`src/rtl/conf_reg_sink_if.sv`:
```
// Write-beat channel from the CONF output port into the register sink.
// Handshake: a beat {c_addr, c_data} transfers on a rising clock edge where
// c_valid && c_ready are both high; while c_valid is high and c_ready is low
// the master holds c_addr/c_data stable, and c_ready never depends on c_valid.
interface conf_reg_sink_if #(
    parameter int c_addr_WIDTH = 8,
    parameter int c_data_WIDTH = 32
);
    logic                    c_valid;
    logic [c_addr_WIDTH-1:0] c_addr;
    logic [c_data_WIDTH-1:0] c_data;
    logic                    c_ready;

    modport master (output c_valid, output c_addr, output c_data, input c_ready);
    modport slave  (input c_valid, input c_addr, input c_data, output c_ready);
endinterface

```
`src/rtl/conf_reg_sink.sv`:
```
// Configuration register sink: buffers (addr, data) write beats in a small
// FIFO and commits them in order into a register bank with combinational
// readback. Out-of-range beats are dropped and counted.
module conf_reg_sink #(
    parameter int c_addr_WIDTH = 8,
    parameter int c_data_WIDTH = 32,
    parameter int NUM_REGS     = 16,
    parameter int FIFO_DEPTH   = 4
) (
    input  logic                          clk,
    input  logic                          rst_n,
    conf_reg_sink_if.slave                conf,
    input  logic                          stall,
    input  logic                          err_clr,
    input  logic [c_addr_WIDTH-1:0]       rd_addr,
    output logic [c_data_WIDTH-1:0]       rd_data,
    output logic                          wr_pulse,
    output logic [c_addr_WIDTH-1:0]       wr_idx,
    output logic                          err_sticky,
    output logic [7:0]                    err_cnt,
    output logic [$clog2(FIFO_DEPTH):0]   fifo_level
);
    localparam int PTR_W  = $clog2(FIFO_DEPTH);
    localparam int LVL_W  = PTR_W + 1;
    localparam int RIDX_W = (NUM_REGS > 1) ? $clog2(NUM_REGS) : 1;
    localparam logic [LVL_W-1:0] DEPTH_LVL = LVL_W'(FIFO_DEPTH);

    logic [c_addr_WIDTH-1:0] fifo_addr_q [FIFO_DEPTH];
    logic [c_data_WIDTH-1:0] fifo_data_q [FIFO_DEPTH];
    logic [c_data_WIDTH-1:0] regs_q      [NUM_REGS];
    logic [PTR_W-1:0]        wr_ptr_q, rd_ptr_q;
    logic [LVL_W-1:0]        level_q, level_d;
    logic                    wr_pulse_q;
    logic [c_addr_WIDTH-1:0] wr_idx_q;
    logic                    err_sticky_q;
    logic [7:0]              err_cnt_q;

    logic                    push, pop, head_legal;
    logic [c_addr_WIDTH-1:0] head_addr;
    logic [c_data_WIDTH-1:0] head_data;

    // Handshake and commit decode; ready comes from registered occupancy only
    always_comb begin
        conf.c_ready = rst_n && (level_q < DEPTH_LVL);
        push         = conf.c_valid && conf.c_ready;
        pop          = (level_q != '0) && !stall;
        head_addr    = fifo_addr_q[rd_ptr_q];
        head_data    = fifo_data_q[rd_ptr_q];
        head_legal   = int'(head_addr) < NUM_REGS;
        level_d      = level_q;
        case ({push, pop})
            2'b10:   level_d = level_q + 1'b1;
            2'b01:   level_d = level_q - 1'b1;
            default: level_d = level_q;
        endcase
    end

    // FIFO storage; contents are only meaningful behind the pointers
    always_ff @(posedge clk) begin
        if (push) begin
            fifo_addr_q[wr_ptr_q] <= conf.c_addr;
            fifo_data_q[wr_ptr_q] <= conf.c_data;
        end
    end

    // FIFO pointers and occupancy; pointers wrap naturally at the power-of-2 depth
    always_ff @(posedge clk or negedge rst_n) begin
        if (!rst_n) begin
            wr_ptr_q <= '0;
            rd_ptr_q <= '0;
            level_q  <= '0;
        end else begin
            if (push) wr_ptr_q <= wr_ptr_q + 1'b1;
            if (pop)  rd_ptr_q <= rd_ptr_q + 1'b1;
            level_q <= level_d;
        end
    end

    // Register bank: legal head entries are written when popped
    always_ff @(posedge clk or negedge rst_n) begin
        if (!rst_n) begin
            for (int i = 0; i < NUM_REGS; i++) regs_q[i] <= '0;
        end else if (pop && head_legal) begin
            regs_q[head_addr[RIDX_W-1:0]] <= head_data;
        end
    end

    // Commit reporting and error bookkeeping; clear beats a same-cycle error
    always_ff @(posedge clk or negedge rst_n) begin
        if (!rst_n) begin
            wr_pulse_q   <= 1'b0;
            wr_idx_q     <= '0;
            err_sticky_q <= 1'b0;
            err_cnt_q    <= '0;
        end else begin
            wr_pulse_q <= pop && head_legal;
            if (pop && head_legal) wr_idx_q <= head_addr;
            if (err_clr) begin
                err_sticky_q <= 1'b0;
                err_cnt_q    <= '0;
            end else if (pop && !head_legal) begin
                err_sticky_q <= 1'b1;
                if (err_cnt_q != 8'hFF) err_cnt_q <= err_cnt_q + 8'd1;
            end
        end
    end

    // Combinational readback; out-of-range addresses read as zero
    always_comb begin
        rd_data = '0;
        if (int'(rd_addr) < NUM_REGS) rd_data = regs_q[rd_addr[RIDX_W-1:0]];
    end

    assign wr_pulse   = wr_pulse_q;
    assign wr_idx     = wr_idx_q;
    assign err_sticky = err_sticky_q;
    assign err_cnt    = err_cnt_q;
    assign fifo_level = level_q;
endmodule

```
`src/flat_wrapper.sv`:
```
// flat-port wrapper written by rule: the top's interface ports become plain ports
module conf_reg_sink_flat 
#(
    parameter int c_addr_WIDTH = 8,
    parameter int c_data_WIDTH = 32,
    parameter int NUM_REGS     = 16,
    parameter int FIFO_DEPTH   = 4
)
  (clk, rst_n, stall, err_clr, rd_addr, rd_data, wr_pulse, wr_idx, err_sticky, err_cnt, fifo_level, conf_c_valid, conf_c_addr, conf_c_data, conf_c_ready);
  conf_reg_sink_if #(.c_addr_WIDTH(c_addr_WIDTH), .c_data_WIDTH(c_data_WIDTH)) conf_i ();
  input  logic clk;
  input  logic rst_n;
  input  logic stall;
  input  logic err_clr;
  input  logic [c_addr_WIDTH-1:0] rd_addr;
  output logic [c_data_WIDTH-1:0] rd_data;
  output logic wr_pulse;
  output logic [c_addr_WIDTH-1:0] wr_idx;
  output logic err_sticky;
  output logic [7:0] err_cnt;
  output logic [$clog2(FIFO_DEPTH):0] fifo_level;
  input wire logic [$bits(conf_i.c_valid)-1:0] conf_c_valid;
  input wire logic [$bits(conf_i.c_addr)-1:0] conf_c_addr;
  input wire logic [$bits(conf_i.c_data)-1:0] conf_c_data;
  output wire logic [$bits(conf_i.c_ready)-1:0] conf_c_ready;
  assign conf_i.c_valid = conf_c_valid;
  assign conf_i.c_addr = conf_c_addr;
  assign conf_i.c_data = conf_c_data;
  assign conf_c_ready = conf_i.c_ready;
  conf_reg_sink #(.c_addr_WIDTH(c_addr_WIDTH), .c_data_WIDTH(c_data_WIDTH), .NUM_REGS(NUM_REGS), .FIFO_DEPTH(FIFO_DEPTH)) u_core (.clk(clk), .rst_n(rst_n), .conf(conf_i), .stall(stall), .err_clr(err_clr), .rd_addr(rd_addr), .rd_data(rd_data), .wr_pulse(wr_pulse), .wr_idx(wr_idx), .err_sticky(err_sticky), .err_cnt(err_cnt), .fifo_level(fifo_level));
endmodule
```
`config.mk`:
```
export PLATFORM = sky130hd
export DESIGN_NAME = conf_reg_sink_flat
export DESIGN_NICKNAME = d
export VERILOG_FILES = /design/src/rtl/conf_reg_sink_if.sv /design/src/rtl/conf_reg_sink.sv /design/src/flat_wrapper.sv
export SDC_FILE = /design/constraint.sdc
export NUM_CORES = 1
export LEC_CHECK = 0
export ABC_AREA = 0
export CAP_MARGIN = 10
export CORE_UTILIZATION = 60
export CTS_BUF_LIST = sky130_fd_sc_hd__clkbuf_8
export DETAILED_ROUTE_END_ITERATION = 8
export MAX_ROUTING_LAYER = met4
export PLACE_DENSITY = 0.78
export SLEW_MARGIN = 20
export SYNTH_ARGS = -nofsm -noshare
export SYNTH_HDL_FRONTEND = slang
export SYNTH_SLANG_ARGS = --single-unit
```
`constraint.sdc`:
```
create_clock -name clk -period 7.3 [get_ports clk]
set_input_delay 1.46 -clock clk [delete_from_list [all_inputs] [get_ports clk]]
set_output_delay 1.46 -clock clk [all_outputs]
set_load 0.02 [all_outputs]
```
==> metrics <==
status=finished clean; Die Width=227 um; drt via density=6.16; min-delay src=u_core.regs_q[336]$_DFFE_PN0P_; TNS Setup=0 ns; R2R Path End=u_core.regs_q[39]$_DFFE_PN0P_; relative slew slack=32.4%; clock latency on the worst-skew pair=0.71 ns; Hold Path End=u_core.regs_q[336]$_DFFE_PN0P_; post-placement cell count=2344; largest net degree at the start of global routing=78; # nets final=1851; Post-synth EDFFs=160; post-CTS setup buffers=0; peak supply drop=just over 200 uV; clock-pin slew on the worst setup and hold paths=0.06 ns; Synth Cell Area=30300 um2; first-pass GRT wire length=approximately 100000 um; Final HPWL DP=36600 um; Leakage Power=between 0.015 and 0.02 uW; Setup violations, final=0; Area contributors post-synth=dfrtp_1 44%, mux2_1 19%, edfxtp_1 16%, mux4_2 15%, buf_6 1.2%; reg2reg setup slack=3.25 ns; drt first pass iters=5; post-layout minimum cycle time=5.69 ns; Die Ht=227 um; share of cells above drive strength 1=22.3%; vias in the first global route=~17000; Critical Path AT=4.23 ns; synthesized area per cell=18.1 um2; Synth Flop Type=dfrtp_1; WL final=65700 um; fill count=roughly 3300; P_sw=3360 uW; area share of the largest cell type after synthesis=44.3%; clk buf depth=3; Fin. Hold Viols=0; core area=49400 um2; final period utilization=between 70 and 80%; CP Class=input pin to output port; clock power share=about 28%; initial antenna violation count=2; GR Overflow Total=0; synth unique cells=slightly above 40; Max Cap Viol=0; vias=15700; # IOs=107; Worst Hold Class=flop to flop; First DRT Iteration DRCs=933; sw frac=29.4%; worst hold stages=1; synthesized flop and latch total=around 700; H-tree lvl count=3; Pint=8090 uW; Reg power frac=48.0%; FFs w/ async S/R, synth=77.0%; # clock sinks=697; fmax=0.176 GHz; Non-Filler Instances=between 2000 and 3000; area leader, netlist=dfrtp_1; GRT Overall Usage=28.2%; worst flop-to-flop path startpoint=u_core.rd_ptr_q[1]$_DFFE_PN0P_; port bufs=106; DRC errors left=0; Final GP Congestion=0.747; CP Capture Type=output port; Worst R2R Path Depth=6; Worst Skew=0.0297 ns; Gates resized, CTS repair=0; post-synthesis sequential area ratio=60.2%; root buffer cell=clkbuf_8; TritonCTS clock tree=done; DR WL/cell=25.8 um; Worst Tran Pin Value=~1.0 ns; pwr dens=338 nW/um2; starting density of the core=61.4%; CP Max Fanout=54; proportion of power drawn by combinational gates=23.7%; startpoint types=input pin; max-slew violation count=0; YS warnings=0; die area=51400 um2; Syn Nets=between 1500 and 2000; Mapped Cells=approximately 1700; Crit path required time=5.84 ns; Num CTS Buffers=109; Final ANT Viol Nets=0; cts hold-fix bufs=0; FP Rows=81; P&R area growth vs syn=11.9%; RSZ-0062 raised after global routing=false
==> cell families (layout without fill, tap and decap cells) <==
| logic type | after synthesis | after routing | synth area share, % |
|---|---|---|---|
| muxes | 715 | 715 | 33.8 |
| DFF | 697 | 697 | 60.2 |
| buffers and inverters | 138 | 347 | 2.63 |
| and+or+nand+nor | 95 | 95 | 2.28 |
| AOI/OAI and AO/OA | 14 | 14 | 0.442 |
| xor gates and xnor gates | 10 | 10 | 0.289 |
| adders and majority gates | 7 | 7 | 0.314 |
| other | 0 | 2 | 0 |
==> worst max path at each step <==
stage	from	to	cells after the start	slack, ns
floorplan	rd_addr[0]	rd_data[11]	5	2.37
global placement	rd_addr[0]	rd_data[5]	6	1.53
detailed placement	rd_addr[0]	rd_data[5]	6	1.51
CTS	rd_addr[0]	rd_data[5]	6	1.50
global route	rd_addr[0]	rd_data[9]	6	1.42
finish	rd_addr[0]	rd_data[5]	6	1.61
==> area by class of cell <==
class / instances / area [um2] / share of cell area (%)
Antenna cell: 2 / 5.00 / 0.0148
Clock buffer: 131 / 1800 / 5.32
Clock inverter: 74 / 400 / 1.18
Inverter: 8 / 31.3 / 0.0922
Multi-Input combinational cell: 841 / 11300 / 33.3
Sequential cell: 697 / 18200 / 53.8
Tap cell: 664 / 831 / 2.45
Timing Repair Buffer: 134 / 1310 / 3.85
==> layer usage <==
| metal | wire (um) | GRT usage, % | part of all wire (%) |
|---|---|---|---|
| met1 | 28600 | 37.8 | 43 |
| met2 | 32300 | 44.3 | 49 |
| met3 | 3180 | 5.27 | 4.8 |
| met4 | 1640 | 8.89 | 2.5 |
| met5 | 0 | - | 0 |
==> placed cells by master, fill, tap and decap left out, types with 5 or more instances in the layout <==
cell type        synthesis  routed
and3_2                   0       5
buf_4                    0      26
clkbuf_8                 0     132
clkdlybuf4s50_1          0     101
clkinv_1                 0      10
clkinv_2                 1      20
dfrtp_1                537     535
edfxtp_1               160     160
ha_1                     6       6
inv_1                    6      43
mux2_1                 517     517
mux4_2                 196     196
nand3_2                  1       6
nand3_4                 10      10
nor2_1                  10      10
nor2b_1                 38      38
xnor2_1                  9       9
==> sequential cells by signal, indices dropped and copies added, names as in the netlist <==
name                cells
u_core.fifo_level       3
u_core.wr_idx           8
u_core.wr_ptr_q         2
u_core.err_cnt          8
u_core.wr_pulse         1
u_core.rd_ptr_q         2
u_core.err_sticky       1
u_core.fifo_data_q    128
u_core.fifo_addr_q     32
u_core.regs_q         512
==> power groups by stage <==
stage                     sequential [uW]  clock [uW]  combinational, uW
after floorplan                      5380           0               2070
after global placement               5490           0               2610
after detailed placement             5560           0               2740
after CTS                            5490        3310               2750
after global routing                 5610        3480               2950
final                                5500        3240               2710
==> cell usage after synthesis (6+ instances only) <==
| cell type | instances |
|---|---|
| nor2b_1 | 38 |
| buf_2 | 28 |
| mux2_1 | 517 |
| clkbuf_1 | 57 |
| and3_1 | 7 |
| nor2_1 | 10 |
| inv_1 | 6 |
| xnor2_1 | 9 |
| edfxtp_1 | 160 |
| buf_6 | 31 |
| nand3_1 | 9 |
| ha_1 | 6 |
| buf_1 | 13 |
| dfrtp_1 | 537 |
| nand3_4 | 10 |
| mux4_2 | 196 |
==> stage by stage <==
stage / hold slack (ns) / worst slack [ns] / total power, uW / utilization [%] / instance area, um2
finish: 0.485 / 1.61 / 11500 / 68.7 / 33900
global route: 0.501 / 1.42 / 12000 / 68.7 / 33900
CTS: 0.489 / 1.50 / 11500 / 68.7 / 33900
detailed placement: 0.475 / 1.51 / 8300 / 64.2 / 31700
global placement: 0.468 / 1.53 / 8100 / 64.2 / 31700
floorplan: 0.459 / 2.37 / 7450 / - / 30300
==> critical path, stage by stage <==
cell and delay, ns:
clkbuf_8 0.52, buf_4 0.43, mux4_2 0.54, mux4_2 0.50
nor2b_1 0.15, clkdlybuf4s50_1 0.61
No activity file was read; power rests on OpenSTA's default activity.
